--- src/rtl/mdu_pkg.sv ---
// mdu_pkg: shared op/state encodings and counter-width helper for the multiply/divide unit
package mdu_pkg;

    typedef enum logic [1:0] {
        MDU_MULT  = 2'd0,
        MDU_MULTU = 2'd1,
        MDU_DIV   = 2'd2,
        MDU_DIVU  = 2'd3
    } mdu_op_e;

    typedef enum logic [1:0] {
        IDLE = 2'd0,
        CALC = 2'd1,
        FIX  = 2'd2
    } mdu_state_e;

    // Bits needed to count 0..n-1 (at least 1)
    function automatic int clog2(input int n);
        int r;
        r = 1;
        for (int i = 1; i < 32; i++) begin
            if ((1 << i) < n) r = i + 1;
        end
        return r;
    endfunction

endpackage

--- src/rtl/mul_div_unit_if.sv ---
// mul_div_unit_if: issue, MTHI/MTLO and result signals between EX and the multiply/divide unit
interface mul_div_unit_if
    import mdu_pkg::*;
#(
    parameter int WIDTH = 32
);
    logic             start;
    logic [1:0]       op;
    logic [WIDTH-1:0] opa;
    logic [WIDTH-1:0] opb;
    logic             flush;
    logic             whi;
    logic             wlo;
    logic [WIDTH-1:0] wHiData;
    logic [WIDTH-1:0] wLoData;
    logic [WIDTH-1:0] rHiData;
    logic [WIDTH-1:0] rLoData;
    logic             busy;
    logic             done;
    logic             div0;
    logic             err_busy;

    modport master (
        output start, op, opa, opb, flush, whi, wlo, wHiData, wLoData,
        input  rHiData, rLoData, busy, done, div0, err_busy
    );

    modport slave (
        input  start, op, opa, opb, flush, whi, wlo, wHiData, wLoData,
        output rHiData, rLoData, busy, done, div0, err_busy
    );
endinterface

--- src/rtl/mdu_step.sv ---
// mdu_step: one radix-2 step, shift-add for multiply or restoring subtract for divide
module mdu_step
    import mdu_pkg::*;
#(
    parameter int WIDTH = 32
) (
    input  logic             i_div,
    input  logic [WIDTH-1:0] i_acc,
    input  logic             i_lsb,
    input  logic [WIDTH-1:0] i_opd,
    output logic [WIDTH-1:0] o_acc,
    output logic             o_qbit
);
    logic [WIDTH:0]   w_sum;
    logic [WIDTH:0]   w_top;
    logic [WIDTH-1:0] w_sub;
    logic             w_ge;

    // Multiply: add operand when multiplier LSB set, bit 0 of sum shifts into LO.
    // Divide: shift in next dividend bit, subtract divisor when it fits.
    always_comb begin
        w_sum  = {1'b0, i_acc} + (i_lsb ? {1'b0, i_opd} : '0);
        w_top  = {i_acc, i_lsb};
        w_ge   = w_top >= {1'b0, i_opd};
        w_sub  = w_top[WIDTH-1:0] - i_opd;
        o_acc  = i_div ? (w_ge ? w_sub : w_top[WIDTH-1:0]) : w_sum[WIDTH:1];
        o_qbit = i_div ? w_ge : w_sum[0];
    end
endmodule

--- src/rtl/mul_div_unit.sv ---
// mul_div_unit: iterative signed/unsigned multiply/divide owning the HI/LO register pair
module mul_div_unit
    import mdu_pkg::*;
#(
    parameter int WIDTH = 32
) (
    input  logic             clk,
    input  logic             rst,
    mul_div_unit_if.slave    bus
);
    localparam int CW = clog2(WIDTH);

    mdu_state_e         r_state;
    mdu_state_e         w_next;
    logic [CW-1:0]      r_cnt;
    logic [2*WIDTH-1:0] r_acc;
    logic [WIDTH-1:0]   r_opd;
    logic [WIDTH-1:0]   r_hi;
    logic [WIDTH-1:0]   r_lo;
    logic               r_div;
    logic               r_dz;
    logic               r_neg_q;
    logic               r_neg_r;
    logic               r_busy;
    logic               r_done;
    logic               r_div0;
    logic               r_err;

    logic               w_accept;
    logic               w_div;
    logic               w_dz;
    logic               w_sa;
    logic               w_sb;
    logic               w_lsb;
    logic               w_qbit;
    logic [WIDTH-1:0]   w_ma;
    logic [WIDTH-1:0]   w_mb;
    logic [WIDTH-1:0]   w_step;
    logic [WIDTH-1:0]   w_q;
    logic [WIDTH-1:0]   w_r;
    logic [2*WIDTH-1:0] w_prod;

    // Operand magnitudes on accept and sign-corrected results in FIX
    always_comb begin
        w_div    = (bus.op == MDU_DIV) || (bus.op == MDU_DIVU);
        w_sa     = ((bus.op == MDU_MULT) || (bus.op == MDU_DIV)) && bus.opa[WIDTH-1];
        w_sb     = ((bus.op == MDU_MULT) || (bus.op == MDU_DIV)) && bus.opb[WIDTH-1];
        w_ma     = w_sa ? -bus.opa : bus.opa;
        w_mb     = w_sb ? -bus.opb : bus.opb;
        w_dz     = w_div && (bus.opb == '0);
        w_accept = (r_state == IDLE) && bus.start && !bus.flush;
        w_lsb    = r_div ? r_acc[WIDTH-1] : r_acc[0];
        w_prod   = r_neg_q ? -r_acc : r_acc;
        w_q      = r_neg_q ? -r_acc[WIDTH-1:0] : r_acc[WIDTH-1:0];
        w_r      = r_neg_r ? -r_acc[2*WIDTH-1:WIDTH] : r_acc[2*WIDTH-1:WIDTH];
    end

    mdu_step #(.WIDTH(WIDTH)) u_step (
        .i_div  (r_div),
        .i_acc  (r_acc[2*WIDTH-1:WIDTH]),
        .i_lsb  (w_lsb),
        .i_opd  (r_opd),
        .o_acc  (w_step),
        .o_qbit (w_qbit)
    );

    // Next state: divide-by-zero skips CALC; flush returns to IDLE from CALC or FIX
    always_comb begin
        w_next = r_state;
        case (r_state)
            IDLE:    w_next = w_accept ? (w_dz ? FIX : CALC) : IDLE;
            CALC:    w_next = bus.flush ? IDLE : (r_cnt == CW'(WIDTH - 1) ? FIX : CALC);
            default: w_next = IDLE;
        endcase
    end

    // State register
    always_ff @(posedge clk) begin
        if (rst) r_state <= IDLE;
        else     r_state <= w_next;
    end

    // Datapath, HI/LO and registered status outputs
    always_ff @(posedge clk) begin
        if (rst) begin
            r_cnt   <= '0;
            r_acc   <= '0;
            r_opd   <= '0;
            r_hi    <= '0;
            r_lo    <= '0;
            r_div   <= 1'b0;
            r_dz    <= 1'b0;
            r_neg_q <= 1'b0;
            r_neg_r <= 1'b0;
            r_busy  <= 1'b0;
            r_done  <= 1'b0;
            r_div0  <= 1'b0;
            r_err   <= 1'b0;
        end else begin
            r_busy <= w_next != IDLE;
            r_done <= (r_state == FIX) && !bus.flush;
            r_div0 <= (r_state == FIX) && !bus.flush && r_dz;
            r_err  <= (r_state != IDLE) && (bus.start || bus.whi || bus.wlo);
            if (w_accept) begin
                r_cnt   <= '0;
                r_div   <= w_div;
                r_dz    <= w_dz;
                r_neg_q <= w_sa ^ w_sb;
                r_neg_r <= w_sa;
                r_opd   <= w_div ? w_mb : w_ma;
                r_acc   <= w_dz ? {bus.opa, {WIDTH{1'b1}}} :
                           w_div ? {{WIDTH{1'b0}}, w_ma} : {{WIDTH{1'b0}}, w_mb};
            end else if (r_state == CALC) begin
                r_cnt <= r_cnt + 1'b1;
                r_acc <= {w_step, r_div ? {r_acc[WIDTH-2:0], w_qbit} : {w_qbit, r_acc[WIDTH-1:1]}};
            end
            if ((r_state == IDLE) && bus.whi) r_hi <= bus.wHiData;
            if ((r_state == IDLE) && bus.wlo) r_lo <= bus.wLoData;
            if ((r_state == FIX) && !bus.flush) begin
                r_hi <= r_dz ? r_acc[2*WIDTH-1:WIDTH] : (r_div ? w_r : w_prod[2*WIDTH-1:WIDTH]);
                r_lo <= r_dz ? r_acc[WIDTH-1:0] : (r_div ? w_q : w_prod[WIDTH-1:0]);
            end
        end
    end

    assign bus.rHiData  = r_hi;
    assign bus.rLoData  = r_lo;
    assign bus.busy     = r_busy;
    assign bus.done     = r_done;
    assign bus.div0     = r_div0;
    assign bus.err_busy = r_err;
endmodule

--- src/flat_wrapper.sv ---
// flat-port wrapper written by rule: the top's interface ports become plain ports
module mul_div_unit_flat import mdu_pkg::*;
#(
    parameter int WIDTH = 32
)
  (clk, rst, bus_start, bus_op, bus_opa, bus_opb, bus_flush, bus_whi, bus_wlo, bus_wHiData, bus_wLoData, bus_rHiData, bus_rLoData, bus_busy, bus_done, bus_div0, bus_err_busy);
  mul_div_unit_if #(.WIDTH(WIDTH)) bus_i ();
  input  logic clk;
  input  logic rst;
  input wire logic [$bits(bus_i.start)-1:0] bus_start;
  input wire logic [$bits(bus_i.op)-1:0] bus_op;
  input wire logic [$bits(bus_i.opa)-1:0] bus_opa;
  input wire logic [$bits(bus_i.opb)-1:0] bus_opb;
  input wire logic [$bits(bus_i.flush)-1:0] bus_flush;
  input wire logic [$bits(bus_i.whi)-1:0] bus_whi;
  input wire logic [$bits(bus_i.wlo)-1:0] bus_wlo;
  input wire logic [$bits(bus_i.wHiData)-1:0] bus_wHiData;
  input wire logic [$bits(bus_i.wLoData)-1:0] bus_wLoData;
  output wire logic [$bits(bus_i.rHiData)-1:0] bus_rHiData;
  output wire logic [$bits(bus_i.rLoData)-1:0] bus_rLoData;
  output wire logic [$bits(bus_i.busy)-1:0] bus_busy;
  output wire logic [$bits(bus_i.done)-1:0] bus_done;
  output wire logic [$bits(bus_i.div0)-1:0] bus_div0;
  output wire logic [$bits(bus_i.err_busy)-1:0] bus_err_busy;
  assign bus_i.start = bus_start;
  assign bus_i.op = bus_op;
  assign bus_i.opa = bus_opa;
  assign bus_i.opb = bus_opb;
  assign bus_i.flush = bus_flush;
  assign bus_i.whi = bus_whi;
  assign bus_i.wlo = bus_wlo;
  assign bus_i.wHiData = bus_wHiData;
  assign bus_i.wLoData = bus_wLoData;
  assign bus_rHiData = bus_i.rHiData;
  assign bus_rLoData = bus_i.rLoData;
  assign bus_busy = bus_i.busy;
  assign bus_done = bus_i.done;
  assign bus_div0 = bus_i.div0;
  assign bus_err_busy = bus_i.err_busy;
  mul_div_unit #(.WIDTH(WIDTH)) u_core (.clk(clk), .rst(rst), .bus(bus_i));
endmodule
--- config.mk ---
export PLATFORM = sky130hd
export DESIGN_NAME = mul_div_unit_flat
export DESIGN_NICKNAME = d
export VERILOG_FILES = /design/src/rtl/mdu_pkg.sv /design/src/rtl/mul_div_unit_if.sv /design/src/rtl/mdu_step.sv /design/src/rtl/mul_div_unit.sv /design/src/flat_wrapper.sv
export SDC_FILE = /design/constraint.sdc
export NUM_CORES = 1
export LEC_CHECK = 0
export CAP_MARGIN = 30
export CORE_UTILIZATION = 60
export CTS_BUF_LIST = sky130_fd_sc_hd__clkbuf_4 sky130_fd_sc_hd__clkbuf_8 sky130_fd_sc_hd__clkbuf_16
export DETAILED_ROUTE_END_ITERATION = 10
export DONT_BUFFER_PORTS = 1
export GPL_TIMING_DRIVEN = 0
export PLACE_DENSITY_LB_ADDON = 0.08
export REMOVE_ABC_BUFFERS = 1
export SYNTH_ARGS = -nofsm -noshare
export SYNTH_HDL_FRONTEND = slang
export SYNTH_SLANG_ARGS = --single-unit
--- constraint.sdc ---
create_clock -name clk -period 5.3 [get_ports clk]
set_input_delay 1.06 -clock clk [delete_from_list [all_inputs] [get_ports clk]]
set_output_delay 1.06 -clock clk [all_outputs]
set_load 0.02 [all_outputs]
== Yosys cells after proc, flatten, opt, wreduce, memory -nomap -nowiden ==
Cells that the tools add are included.

* Register bits after elaboration: 202
* Input bits: 136
* Output and inout bits: 68
* Logic and storage cells: 82

* $add $sub $neg: 8
* $lt $le $gt $ge: 1
* Equality and inequality tests: 5
* Multiplexer cells: 29
* Bitwise logic cells: 1
* Reduce and logical (&&, ||, !) cells: 24

{| class="wikitable"
|+ Operators with widths
! operator !! count
|-
| $mux W32 || 18
|-
| $mux W64 || 4
|-
| $neg A32 Y32 || 4
|-
| $neg A64 Y64 || 1
|-
| $add A32 B33 Y33 || 1
|-
| $ge A33 B32 Y1 || 1
|-
| $add A32 B1 Y32 const B || 1
|-
| $eq A32 B5 Y1 const B || 1
|-
| $logic_not A32 Y1 || 1
|-
| $sub A32 B32 Y32 || 1
|-
| $logic_and A1 B1 Y1 || 10
|-
| $reduce_bool A2 Y1 || 5
|-
| $mux W2 || 4
|-
| $eq A2 B2 Y1 const B || 3
|-
| $logic_not A2 Y1 || 2
|-
| $logic_or A1 B1 Y1 || 4
|-
| $pmux W2 S2 || 1
|-
| $eq A2 B1 Y1 const B || 1
|-
| $mux W1 || 2
|-
| $reduce_or A2 Y1 || 1
|-
| $logic_not A1 Y1 || 1
|-
| $xor A1 B1 Y1 || 1
|}

== Depth between registers and ports, before layout ==
* Depth in word-level cells: 7
* Depth in mapped cells: 16
* Depth with buffers taken out: 14

== Cells and area by module ==
Synthesis repeated with hierarchy kept, for this count alone.

* Cell total of the unflattened synthesis: 2179
* Area, all modules: 16966.3 µm²

{| class="wikitable"
|+ Modules (own cells, without submodules)
! module !! times used !! cells each !! area an instance (µm²) !! sequential area each (µm²)
|-
| mul_div_unit || 1 || 1539 || 12758.5 || 4043.9
|-
| mdu_step || 1 || 640 || 4207.8 || 0.0
|}

== Worst setup path before layout ==
Ideal clock, no wire load.

* Path kind: flip-flop to flip-flop
* From: register u_core.r_div
* To: register u_core.r_acc[63]
* Setup time: 0.132 ns
* Arrival time: 3.806 ns
* Data required time: 5.168 ns
* Setup slack: 1.361 ns
* Cell stages (with the launch flop): 17
* Path buffers: 2
* Clock period less this slack: 3.939 ns
* Cells stage by stage: dfxtp_1 -> clkbuf_1 -> buf_1 -> mux2i_1 -> inv_1 -> ha_1 -> ha_1 -> fa_1 -> a211oi_1 -> o21bai_1 -> and4_1 -> o21a_1 -> o211ai_1 -> a2111oi_0 -> a211o_1 -> a21oi_1 -> a211oi_1

* Longest elaborated chain between the ends: 6
* Elaborated cells between the ends (all ways): 9
* Classes of those cells: add/sub (2); order compare (1); mux (6)

{| class="wikitable"
|+ Ends and longest elaborated chain
! element !! line !! text
|-
| start, declared || mul_div_unit.sv:20 || <nowiki>logic r_div;</nowiki>
|-
| start signal, assigned || mul_div_unit.sv:106 || <nowiki>r_div <= w_div;</nowiki>
|-
| $mux W1 || mul_div_unit.sv:52 || <nowiki>w_lsb = r_div ? r_acc[WIDTH-1] : r_acc[0];</nowiki>
|-
| $mux W32 (tied with other cells) || mdu_step.sv:22 || <nowiki>w_sum = {1'b0, i_acc} + (i_lsb ? {1'b0, i_opd} : '0);</nowiki>
|-
| $add A32 B33 Y33 / $mux W32 (equally long branches) || mdu_step.sv:22, mdu_step.sv:26 ||
|-
| $mux W32 * || mdu_step.sv:26 || <nowiki>o_acc = i_div ? (w_ge ? w_sub : w_top[WIDTH-1:0]) : w_sum[WIDTH:1];</nowiki>
|-
| $mux W64 * || mul_div_unit.sv:113 || <nowiki>end else if (r_state == CALC) begin</nowiki>
|-
| $mux W64 * || mul_div_unit.sv:104 || <nowiki>if (w_accept) begin</nowiki>
|-
| end signal, assigned || mul_div_unit.sv:111 || <nowiki>r_acc <= w_dz ? {bus.opa, {WIDTH{1'b1}}} :</nowiki>
|-
| end signal, assigned || mul_div_unit.sv:115 || <nowiki>r_acc <= {w_step, r_div ? {r_acc[WIDTH-2:0], w_qbit} : {w_qbit, r_acc[WIDTH-1:1]}};</nowiki>
|-
| end, declared || mul_div_unit.sv:16 || <nowiki>logic [2*WIDTH-1:0] r_acc;</nowiki>
|}

Every way passes the cells marked *; elsewhere a longest branch is shown, timed or not. The select of a mux whose other input is x is not followed.
A chain may end at the register's enable or synchronous reset.

== Final worst setup path ==
Same ends and word-level chain as after synthesis.

==> qor.csv <==
stage;metric;value;unit
clock_network;worstSkewPairLatency;0.54;ns
floorplan;std_cell_rows;60;
timing;slew_headroom;32.5;%
finish;finish.net_count;2339;
timing;setup_viol;0;
clock_network;h-tree-depth;1;
place;io_buffers;0;
min_path;hp-class;reg -> reg;
timing;period_needed;5.02;ns
floorplan;die_h;168;µm
place;placed_area;16800;µm²
synth;ys_async_sr_fraction;0;%
timing;max_freq;199;MHz
timing;hold_violations;0;
pwr;total_power;5.08;mW
drt;ant_nets;0;
place;routabilityCongestion;0.950;
timing;rsz0062_at_grt;no;
clock_network;cts_buffer_depth;3;
pwr;p_leak;6.96;nW
synth;ys_ff_latch;202;
finish;area_growth;6.15;%
synth;synth-simple-area-share;22.5;%
worst_setup_path;crit_path_end_kind;flip-flop;
worst_setup_path;critPathMaxFanout;36;
synth;syn_avg_cell_area;7.45;µm²
synth;yosysWarnings;0;
worst_setup_path;worstSetupPathType;reg -> reg;
clock_network;cts_resized;0;
floorplan;die_w;168;µm
worst_setup_path;critPathMaxStageDelay;0.65;ns
timing;hold_slack;0.453;ns
worst_setup_path;worstPathCellList;buf_12 > mux2i_4 > inv_1 > ha_1 > ha_1 > fa_1 > a211oi_1 > o21bai_1 > and4_1 > o21a_1 > o211ai_1 > a2111oi_0 > a211o_1 > a21oi_1 > a211oi_1;
timing;layout_setup_ws;0.278;ns
synth;synth_cell_types;91;
clock_network;cts_hold_buf;0;
clock_network;ctsRootBufferMaster;clkbuf_16;
floorplan;core_area;27000;µm²
global_route;grt_pass1_wl;82000;µm
finish;final_layout_size_suffix_gt1_share;6.43;%
worst_setup_path;worst_ep_required_time;5.71;ns
floorplan;start_util;61.5;%
global_route;track_usage;36.0;%
drt;wirelength;52600;µm
worst_setup_path;start_kind;flip-flop;
global_route;antenna_found_initial;1;
synth;synth_top_area_share;24.3;%
global_route;grt_pass1_vias;15107;
finish;post-route-util;65.2;%
worst_setup_path;crit_slowest_cell;mux2i_4;
synth;synthXorXnorAreaFrac;10.1;%
drt;drc;0;
timing;setup_tns;0;ns
clock_network;post_cts_buffers;0;
finish;fin_area;17600;µm²
drt;drtPass1Iterations;6;
flow_run;drv_cap;0;
synth;synth_top_family_by_area;compound AO/OA/AOI/OAI gates;
worst_setup_path;crit_arrival;5.43;ns
synth;synth_mux_area_share;7.34;%
synth;synth_edf_count;0;
timing;slew_viol_final;0;
global_route;grt_overflow;0;
place;dp_slack;0.479;ns
finish;instances_no_fill;2487;
clock_network;clk_pin_slew_worst_paths;0.07;ns
floorplan;die_area;28400;µm²
drt;drtIter0Drc;1464;
global_route;grt_max_degree;167;
clock_network;cts_buffers;24;
timing;tightest_slew;1.01;ns
synth;syn_inst;2230;
clock_network;cts.sinks;202;
synth;ys.flop_type;dfxtp_1;
synth;yosysSeqAreaShare;24.3;%
finish;diodes;0;
floorplan;io_pins;204;
synth;synthTopCellsByArea;dfxtp_1 (24%), nor2_1 (6.8%), a21oi_1 (6.7%);
status;outcome;finished, final reports clean;
synth;synthAdderAreaFrac;5.51;%
timing;fin_worst_skew;0.0208;ns
drt;wl_per_cell;21.2;µm
synth;synth_compound_area_share;25.2;%
synth;netlist_area;16600;µm²
timing;fin_crit_sh;94.7;%
synth;synth_top_area_cell;dfxtp_1;
place;dp.cells;2445;
drt;via_count;16450;
clock_network;tritoncts;done;
pwr;power.density;288;nW/µm²
place;place_hpwl;39500;µm
drt;via_per_inst;6.61;
pwr;ir_drop;211;µV
-- worst max-delay path, delay by kind of cell (launching register included) --
kind / cells / cell delay [ns]
adder cells (fa/ha/maj): 3 / 0.86
multiplexers: 1 / 0.65
AO/OA/AOI/OAI: 8 / 2.00
flip-flops: 1 / 0.62
buffers and inverters: 2 / 0.45
AND/OR/NAND/NOR: 1 / 0.29
-- final cells by class --
class	count	area (µm²)
clock buffer	35	714
clock inverter	6	97.6
fill	2461	9390
inverter	66	248
multi-input combinational	1817	11800
sequential	202	4050
tap	341	427
timing repair buffer	20	308
-- routing by layer --
metal	wire length [µm]	vias up	part of all wire, %	track usage [%]
met5	0	-	0	0
met4	1620	0	3.1	11.5
met3	4870	106	9.2	8.06
met2	24000	662	46	59.7
met1	22200	7778	42	46.2
li1	-	7904	-	-
-- path summary, 6_finish.rpt --
path / endpoint / from / slack, ns / cells after the start
worst max-delay path: u_core.r_acc[63] / u_core.r_div / 0.28 / 15
worst min register to register: u_core.r_opd[16] / u_core.r_opd[16] / 0.45 / 2
worst max register to register: u_core.r_acc[63] / u_core.r_div / 0.28 / 15
worst min-delay path: u_core.r_opd[16] / u_core.r_opd[16] / 0.45 / 2
-- registers in the layout (all words and copies together), names as in the netlist, 2 cells and up --
| register | count |
|---|---|
| u_core.r_opd | 32 |
| u_core.bus.rLoData | 32 |
| u_core.bus.rHiData | 32 |
| u_core.r_cnt | 32 |
| u_core.r_acc | 64 |
| u_core.r_state | 2 |
-- synth_stat cells (all sizes together) (10+ instances only) --
cell type  number
a211oi         90
a21o           28
a21oi         221
a221oi         34
a31oi          27
and2           13
and3           18
and4           10
buf            29
clkbuf        116
dfxtp         202
ha             70
inv            65
mux2           22
mux2i          97
nand2         200
nand2b         17
nand3          27
nand4          21
nor2          305
nor2b          21
nor3           69
nor4           22
o211ai         29
o21a           10
o21ai         108
o21bai         10
o31ai          11
o41ai          14
or2            13
or3            14
or4            13
xnor2          93
xor2           99
-- report_power, final --
part           total, mW  internal [mW]  leakage, nW  switching (mW)
clock network       1.72           1.03        0.403           0.687
logic               1.57          0.651         4.90           0.917
registers           1.80           1.61         1.65           0.189
-- placed cells by master (no fill, tap or decap), types with 27 or more instances in the layout --
master	count
a211oi_1	90
a21o_1	28
a21oi_1	221
a221oi_1	34
a31oi_1	27
dfxtp_1	201
ha_1	70
inv_1	65
mux2i_1	96
nand2_1	197
nor2_1	299
nor3_1	68
o211ai_1	29
o21ai_0	106
xnor2_1	93
xor2_1	99
-- cell families after synthesis --
logic type      Yosys count
compound gates          647
xor+xnor                192
fa+ha+maj                72
buf+inv                 211
flops                   202
mux                     119
simple gates            787
(Power assumes the default switching activity.)
